## src/rtl/fire_arbiter_if.sv

```systemverilog
// Bundle of fire requests, gating qualifiers and launch/ready results for fire_arbiter.
// Latency: none, wires only.
// Backpressure: none; busy/shield inputs gate grants inside the arbiter.
interface fire_arbiter_if;
  logic i_enable;
  logic i_frame_tick;
  logic i_player_fire;
  logic i_enemy_fire;
  logic i_player_busy;
  logic i_enemy_busy;
  logic i_player_shield;
  logic i_enemy_shield;
  logic o_player_launch;
  logic o_enemy_launch;
  logic o_player_ready;
  logic o_enemy_ready;
  logic o_last_grant;

  // Source side: game logic driving requests and observing launches
  modport master (
    output i_enable, i_frame_tick, i_player_fire, i_enemy_fire,
    output i_player_busy, i_enemy_busy, i_player_shield, i_enemy_shield,
    input  o_player_launch, o_enemy_launch, o_player_ready, o_enemy_ready, o_last_grant
  );

  // Arbiter side
  modport slave (
    input  i_enable, i_frame_tick, i_player_fire, i_enemy_fire,
    input  i_player_busy, i_enemy_busy, i_player_shield, i_enemy_shield,
    output o_player_launch, o_enemy_launch, o_player_ready, o_enemy_ready, o_last_grant
  );
endinterface

```

## src/rtl/fire_arbiter.sv

```systemverilog
// Sequences player/enemy bullet launches onto one spawn slot, at most one per frame tick.
// Latency: grant on tick cycle N, launch pulse in cycle N+1.
// Backpressure: busy/shield hold a pending request; requests arriving while not idle are dropped.
module fire_arbiter #(
  parameter int COOLDOWN = 4,
  parameter int CW       = ((COOLDOWN + 1) <= 1) ? 1 : $clog2(COOLDOWN + 1)
) (
  input  logic          clk,
  input  logic          rst,
  fire_arbiter_if.slave bus
);

  typedef enum logic [1:0] {IDLE, PEND, LAUNCH, COOL} state_t;

  // Index 0 is the player, index 1 the enemy.
  state_t          state_q [2];
  state_t          state_d [2];
  logic [CW-1:0]   cnt_q   [2];
  logic [CW-1:0]   cnt_d   [2];
  logic [1:0]      fire;
  logic [1:0]      fire_q;
  logic [1:0]      busy;
  logic [1:0]      shield;
  logic [1:0]      elig;
  logic [1:0]      grant;
  logic            last_q;
  logic            last_d;

  assign fire   = {bus.i_enemy_fire,   bus.i_player_fire};
  assign busy   = {bus.i_enemy_busy,   bus.i_player_busy};
  assign shield = {bus.i_enemy_shield, bus.i_player_shield};

  // Pick at most one eligible requester per enabled tick; ties go to the side that lost last time
  always_comb begin
    grant = 2'b00;
    for (int i = 0; i < 2; i++) begin
      elig[i] = (state_q[i] == PEND) && !busy[i] && !shield[i];
    end
    if (bus.i_frame_tick && bus.i_enable) begin
      if (elig[0] && (!elig[1] || last_q)) begin
        grant[0] = 1'b1;
      end else if (elig[1]) begin
        grant[1] = 1'b1;
      end
    end
  end

  // Per-requester next state: edge-latched request, launch, frame-counted cooldown; disable flushes
  always_comb begin
    for (int i = 0; i < 2; i++) begin
      state_d[i] = state_q[i];
      cnt_d[i]   = cnt_q[i];
      if (!bus.i_enable) begin
        state_d[i] = IDLE;
        cnt_d[i]   = '0;
      end else begin
        case (state_q[i])
          IDLE: begin
            if (fire[i] && !fire_q[i]) state_d[i] = PEND;
          end
          PEND: begin
            if (grant[i]) state_d[i] = LAUNCH;
          end
          LAUNCH: begin
            if (COOLDOWN == 0) begin
              state_d[i] = IDLE;
            end else begin
              state_d[i] = COOL;
              cnt_d[i]   = CW'(COOLDOWN);
            end
          end
          COOL: begin
            // Counter stops at zero rather than wrapping
            if (bus.i_frame_tick) begin
              if (cnt_q[i] > CW'(1)) begin
                cnt_d[i] = cnt_q[i] - CW'(1);
              end else begin
                cnt_d[i]   = '0;
                state_d[i] = IDLE;
              end
            end
          end
          default: begin
            state_d[i] = IDLE;
            cnt_d[i]   = '0;
          end
        endcase
      end
    end
  end

  // Remember who won; a flush restores player priority for the next tie
  always_comb begin
    last_d = last_q;
    if (!bus.i_enable) begin
      last_d = 1'b1;
    end else if (grant[0]) begin
      last_d = 1'b0;
    end else if (grant[1]) begin
      last_d = 1'b1;
    end
  end

  // State registers; fire_q keeps tracking through a flush so held buttons never re-fire
  always_ff @(posedge clk or posedge rst) begin
    if (rst) begin
      for (int i = 0; i < 2; i++) begin
        state_q[i] <= IDLE;
        cnt_q[i]   <= '0;
      end
      fire_q <= 2'b00;
      last_q <= 1'b1;
    end else begin
      for (int i = 0; i < 2; i++) begin
        state_q[i] <= state_d[i];
        cnt_q[i]   <= cnt_d[i];
      end
      fire_q <= fire;
      last_q <= last_d;
    end
  end

  assign bus.o_player_launch = (state_q[0] == LAUNCH);
  assign bus.o_enemy_launch  = (state_q[1] == LAUNCH);
  assign bus.o_player_ready  = (state_q[0] == IDLE) && !bus.i_player_busy;
  assign bus.o_enemy_ready   = (state_q[1] == IDLE) && !bus.i_enemy_busy;
  assign bus.o_last_grant    = last_q;

endmodule

```

## src/flat_wrapper.sv

```systemverilog
// flat-port wrapper written by rule: the top's interface ports become plain ports
module fire_arbiter_flat 
#(
  parameter int COOLDOWN = 4,
  parameter int CW       = ((COOLDOWN + 1) <= 1) ? 1 : $clog2(COOLDOWN + 1)
)
  (clk, rst, bus_i_enable, bus_i_frame_tick, bus_i_player_fire, bus_i_enemy_fire, bus_i_player_busy, bus_i_enemy_busy, bus_i_player_shield, bus_i_enemy_shield, bus_o_player_launch, bus_o_enemy_launch, bus_o_player_ready, bus_o_enemy_ready, bus_o_last_grant);
  fire_arbiter_if bus_i ();
  input  logic clk;
  input  logic rst;
  input wire logic [$bits(bus_i.i_enable)-1:0] bus_i_enable;
  input wire logic [$bits(bus_i.i_frame_tick)-1:0] bus_i_frame_tick;
  input wire logic [$bits(bus_i.i_player_fire)-1:0] bus_i_player_fire;
  input wire logic [$bits(bus_i.i_enemy_fire)-1:0] bus_i_enemy_fire;
  input wire logic [$bits(bus_i.i_player_busy)-1:0] bus_i_player_busy;
  input wire logic [$bits(bus_i.i_enemy_busy)-1:0] bus_i_enemy_busy;
  input wire logic [$bits(bus_i.i_player_shield)-1:0] bus_i_player_shield;
  input wire logic [$bits(bus_i.i_enemy_shield)-1:0] bus_i_enemy_shield;
  output wire logic [$bits(bus_i.o_player_launch)-1:0] bus_o_player_launch;
  output wire logic [$bits(bus_i.o_enemy_launch)-1:0] bus_o_enemy_launch;
  output wire logic [$bits(bus_i.o_player_ready)-1:0] bus_o_player_ready;
  output wire logic [$bits(bus_i.o_enemy_ready)-1:0] bus_o_enemy_ready;
  output wire logic [$bits(bus_i.o_last_grant)-1:0] bus_o_last_grant;
  assign bus_i.i_enable = bus_i_enable;
  assign bus_i.i_frame_tick = bus_i_frame_tick;
  assign bus_i.i_player_fire = bus_i_player_fire;
  assign bus_i.i_enemy_fire = bus_i_enemy_fire;
  assign bus_i.i_player_busy = bus_i_player_busy;
  assign bus_i.i_enemy_busy = bus_i_enemy_busy;
  assign bus_i.i_player_shield = bus_i_player_shield;
  assign bus_i.i_enemy_shield = bus_i_enemy_shield;
  assign bus_o_player_launch = bus_i.o_player_launch;
  assign bus_o_enemy_launch = bus_i.o_enemy_launch;
  assign bus_o_player_ready = bus_i.o_player_ready;
  assign bus_o_enemy_ready = bus_i.o_enemy_ready;
  assign bus_o_last_grant = bus_i.o_last_grant;
  fire_arbiter #(.COOLDOWN(COOLDOWN), .CW(CW)) u_core (.clk(clk), .rst(rst), .bus(bus_i));
endmodule
```

## config.mk

```make
export PLATFORM = sky130hd
export DESIGN_NAME = fire_arbiter_flat
export DESIGN_NICKNAME = d
export VERILOG_FILES = /design/src/rtl/fire_arbiter_if.sv /design/src/rtl/fire_arbiter.sv /design/src/flat_wrapper.sv
export SDC_FILE = /design/constraint.sdc
export NUM_CORES = 1
export LEC_CHECK = 0
export ABC_AREA = 1
export BUFFER_PORTS_ARGS = -buffer_cell sky130_fd_sc_hd__buf_2
export CORE_MARGIN = 3
export CORE_UTILIZATION = 63
export CTS_BUF_LIST = sky130_fd_sc_hd__clkbuf_4 sky130_fd_sc_hd__clkbuf_8
export DETAILED_ROUTE_END_ITERATION = 12
export PLACE_DENSITY = 0.87
export SYNTH_ARGS = -nofsm -noshare
export SYNTH_HDL_FRONTEND = slang
export SYNTH_SLANG_ARGS = --single-unit
export TNS_END_PERCENT = 100
```

## constraint.sdc

```tcl
create_clock -name clk -period 3.2 [get_ports clk]
set_clock_uncertainty 0.15 [all_clocks]
set_input_delay 0.16 -clock clk [delete_from_list [all_inputs] [get_ports clk]]
set_output_delay 0.16 -clock clk [all_outputs]
set_load 0.02 [all_outputs]
```

==> flow_summary.json <==
{
  "comb_power_share_pct": 49.0,
  "antenna_found_initial": 0,
  "fin_crit_ns": 1.63,
  "place_congestion": 0.786,
  "status": "finished clean",
  "cts.sinks": 13,
  "final_area_um2": 1160,
  "ys_seq_elements": 13,
  "die_y_um": 46.3,
  "power.density_nw_per_um2": 603,
  "post_drt_wl_per_cell_um": 10.7,
  "grt_start_max_net_pins": 15,
  "register_area_um2": 327,
  "htreeDepth": 1,
  "finalMaxSlewViolations": 0,
  "seqPwrFrac_pct": 34.6,
  "finalSetupViolCount": 0,
  "final_util_pct": 82.1,
  "layout-drive-gt1-share_pct": 18.9,
  "slew_headroom_pct": 67.7,
  "seq_area_frac_synth_pct": 31.9,
  "die_area_um2": 2140,
  "timing.final.crit_share_pct": 50.8,
  "ios": 15,
  "cts_root_buf": "clkbuf_4",
  "tns_ns": 0,
  "dr.pass1.iters": 4,
  "grt_pass1_wl_um": 3280,
  "num-nets-final": 187,
  "grt.total_usage_pct": 21.7,
  "drc": 0,
  "cp.required_ns": 2.89,
  "synth_cells": 144,
  "fmax_mhz": 615,
  "path_class": "reg -> out",
  "place_area_um2": 1100,
  "cts_buffers": 3,
  "cp_max_fo": 5,
  "ys_types": 18,
  "multiInputGateArea_um2": 551,
  "area_growth_pct": 13.4,
  "crit_arrival_ns": 1.32,
  "rsz0062_at_grt": "false",
  "ir_drop_mv": 0.432,
  "yosys_warnings": 0,
  "cts_tree": "yes",
  "switching_share_pct": 44.0,
  "synthesis.area_um2": 1020,
  "hold_viol_final": 0,
  "syn_area_per_cell_um2": 7.11,
  "insertion_delay_ns": 0.28,
  "diodes": 0,
  "power.leakage_uw": 0.000724,
  "coreArea_um2": 1420,
  "grt_pass1_vias": 857,
  "grt_overflow": 0,
  "drt-vias-per-instance": 4.96,
  "fp-row-count": 13,
  "cp-start-kind": "register",
  "path_clk_slew_ns": 0.08,
  "dp_hpwl_um": 1520,
  "mostFrequentLayoutCell": "nand2_1",
  "worstMarginPinSlew_ns": 0.484,
  "initial_core_util_pct": 72.3,
  "p_sw_uw": 308,
  "internal_power_uw": 392,
  "vias": 888,
  "drt-initial-drc-count": 26,
  "drt-total-wl_um": 1920,
  "ant_nets": 0,
  "die_width_um": 46.3,
  "worstHoldPathType": "in -> reg",
  "clock_power_share_pct": 16.4,
  "crit_path_end_kind": "output pin",
  "syn_nets": 166,
  "final_cell_mix": "nand2_1 (44), inv_1 (34), buf_2 (14)",
  "cap_violations": 0,
  "fillers": 104,
  "io_buffers": 14,
  "cts_buffer_depth": 2
}
-- worst paths after layout --
kind                                                     from                                  end  slack [ns]  depth (start not counted)
worst min-delay path                       bus_i_enemy_shield  u_core.bus.o_last_grant$_DFFE_PP1P_        0.09                          6
worst max-delay path            u_core.state_q[1]$_DFFE_PP0P_                    bus_o_enemy_ready        1.57                          5
max in group asynchronous                                 rst  u_core.bus.o_last_grant$_DFFE_PP1P_        2.26                          3
min in group asynchronous                                 rst          u_core.cnt_q[4]$_DFFE_PP0P_        0.29                          3
worst min register to register    u_core.cnt_q[4]$_DFFE_PP0P_          u_core.cnt_q[4]$_DFFE_PP0P_        0.35                          2
worst max register to register  u_core.state_q[2]$_DFFE_PP0P_        u_core.state_q[3]$_DFFE_PP0P_        1.58                         11
-- area by class of cell --
type | count | area share, %
sequential | 13 | 28.1
clock buffer | 4 | 2.59
multi-input combinational | 94 | 47.4
timing repair buffer | 17 | 8.62
inverter | 36 | 11.6
tap | 15 | 1.62
-- power by group through the flow --
stage / logic (µW) / clock network, µW / registers, µW
6_report: 343 / 115 / 242
5_1_grt: 394 / 124 / 247
4_1_cts: 344 / 117 / 242
3_5_place_dp: 338 / 0 / 246
3_3_place_gp: 330 / 0 / 244
2_1_floorplan: 274 / 0 / 236
-- state kept, by name, indices dropped and copies added, names as in the netlist --
signal and flops:
u_core.state_q 4, u_core.fire_q 2, u_core.bus.o_last_grant 1, u_core.cnt_q 6
-- worst max-delay path, stage by stage (launching register included) --
cell     delay [ns]
dfrtp_1        0.45
inv_1          0.10
ha_1           0.20
inv_1          0.05
nor2_1         0.07
buf_2          0.16
-- metrics by stage --
stage          instances  power [µW]  worst slack, ns  hold WS (ns)
2_1_floorplan        144         510             1.69        -0.114
3_3_place_gp         172         573             1.67        0.0507
3_5_place_dp         172         584             1.60        0.0537
4_1_cts              179         703             1.57        0.0869
5_1_grt              179         765             1.41         0.121
6_report             179         700             1.57        0.0865
-- Yosys cell counts --
cell type | count | share of area (%)
a31oi_1 | 1 | 0.61
buf_6 | 1 | 1.1
dfrtp_1 | 12 | 29
dfstp_2 | 1 | 2.6
ha_1 | 12 | 15
inv_1 | 34 | 12
inv_2 | 2 | 0.73
nand2_1 | 44 | 16
nand2_2 | 6 | 3.7
nand3_1 | 12 | 5.9
nand3_2 | 1 | 0.98
nand3_4 | 1 | 1.7
nor2_1 | 9 | 3.3
o21ai_0 | 3 | 1.5
o21ai_2 | 1 | 0.86
o31ai_1 | 1 | 0.73
o31ai_4 | 1 | 2.1
xnor2_1 | 2 | 1.7
-- repair_timing --
action | 4_1_cts | 5_1_grt
endpoints found under the setup margin | 0 | 0
buffers inserted | 0 | 0
gates resized for setup | 0 | 0
hold endpoints to repair | 14 | 0
hold buffers | 3 | 0
-- kinds of logic after synthesis --
kind of cell	count (synthesis)	share of synthesized area, %
simple gates	73	31.7
buf+inv	37	14.3
fa+ha+maj	12	14.7
flops	13	31.9
xor+xnor	2	1.71
compound gates	7	5.75
-- layer usage --
metal	wire, µm	up-vias	share of wire, %	GRT usage, %
met5	0	-	0	0
met4	21	0	1.1	9.66
met3	74	2	3.9	3.91
met2	925	24	48	37.9
met1	893	398	47	25.4
li1	-	464	-	-
Power figures use the tool's default switching activity.
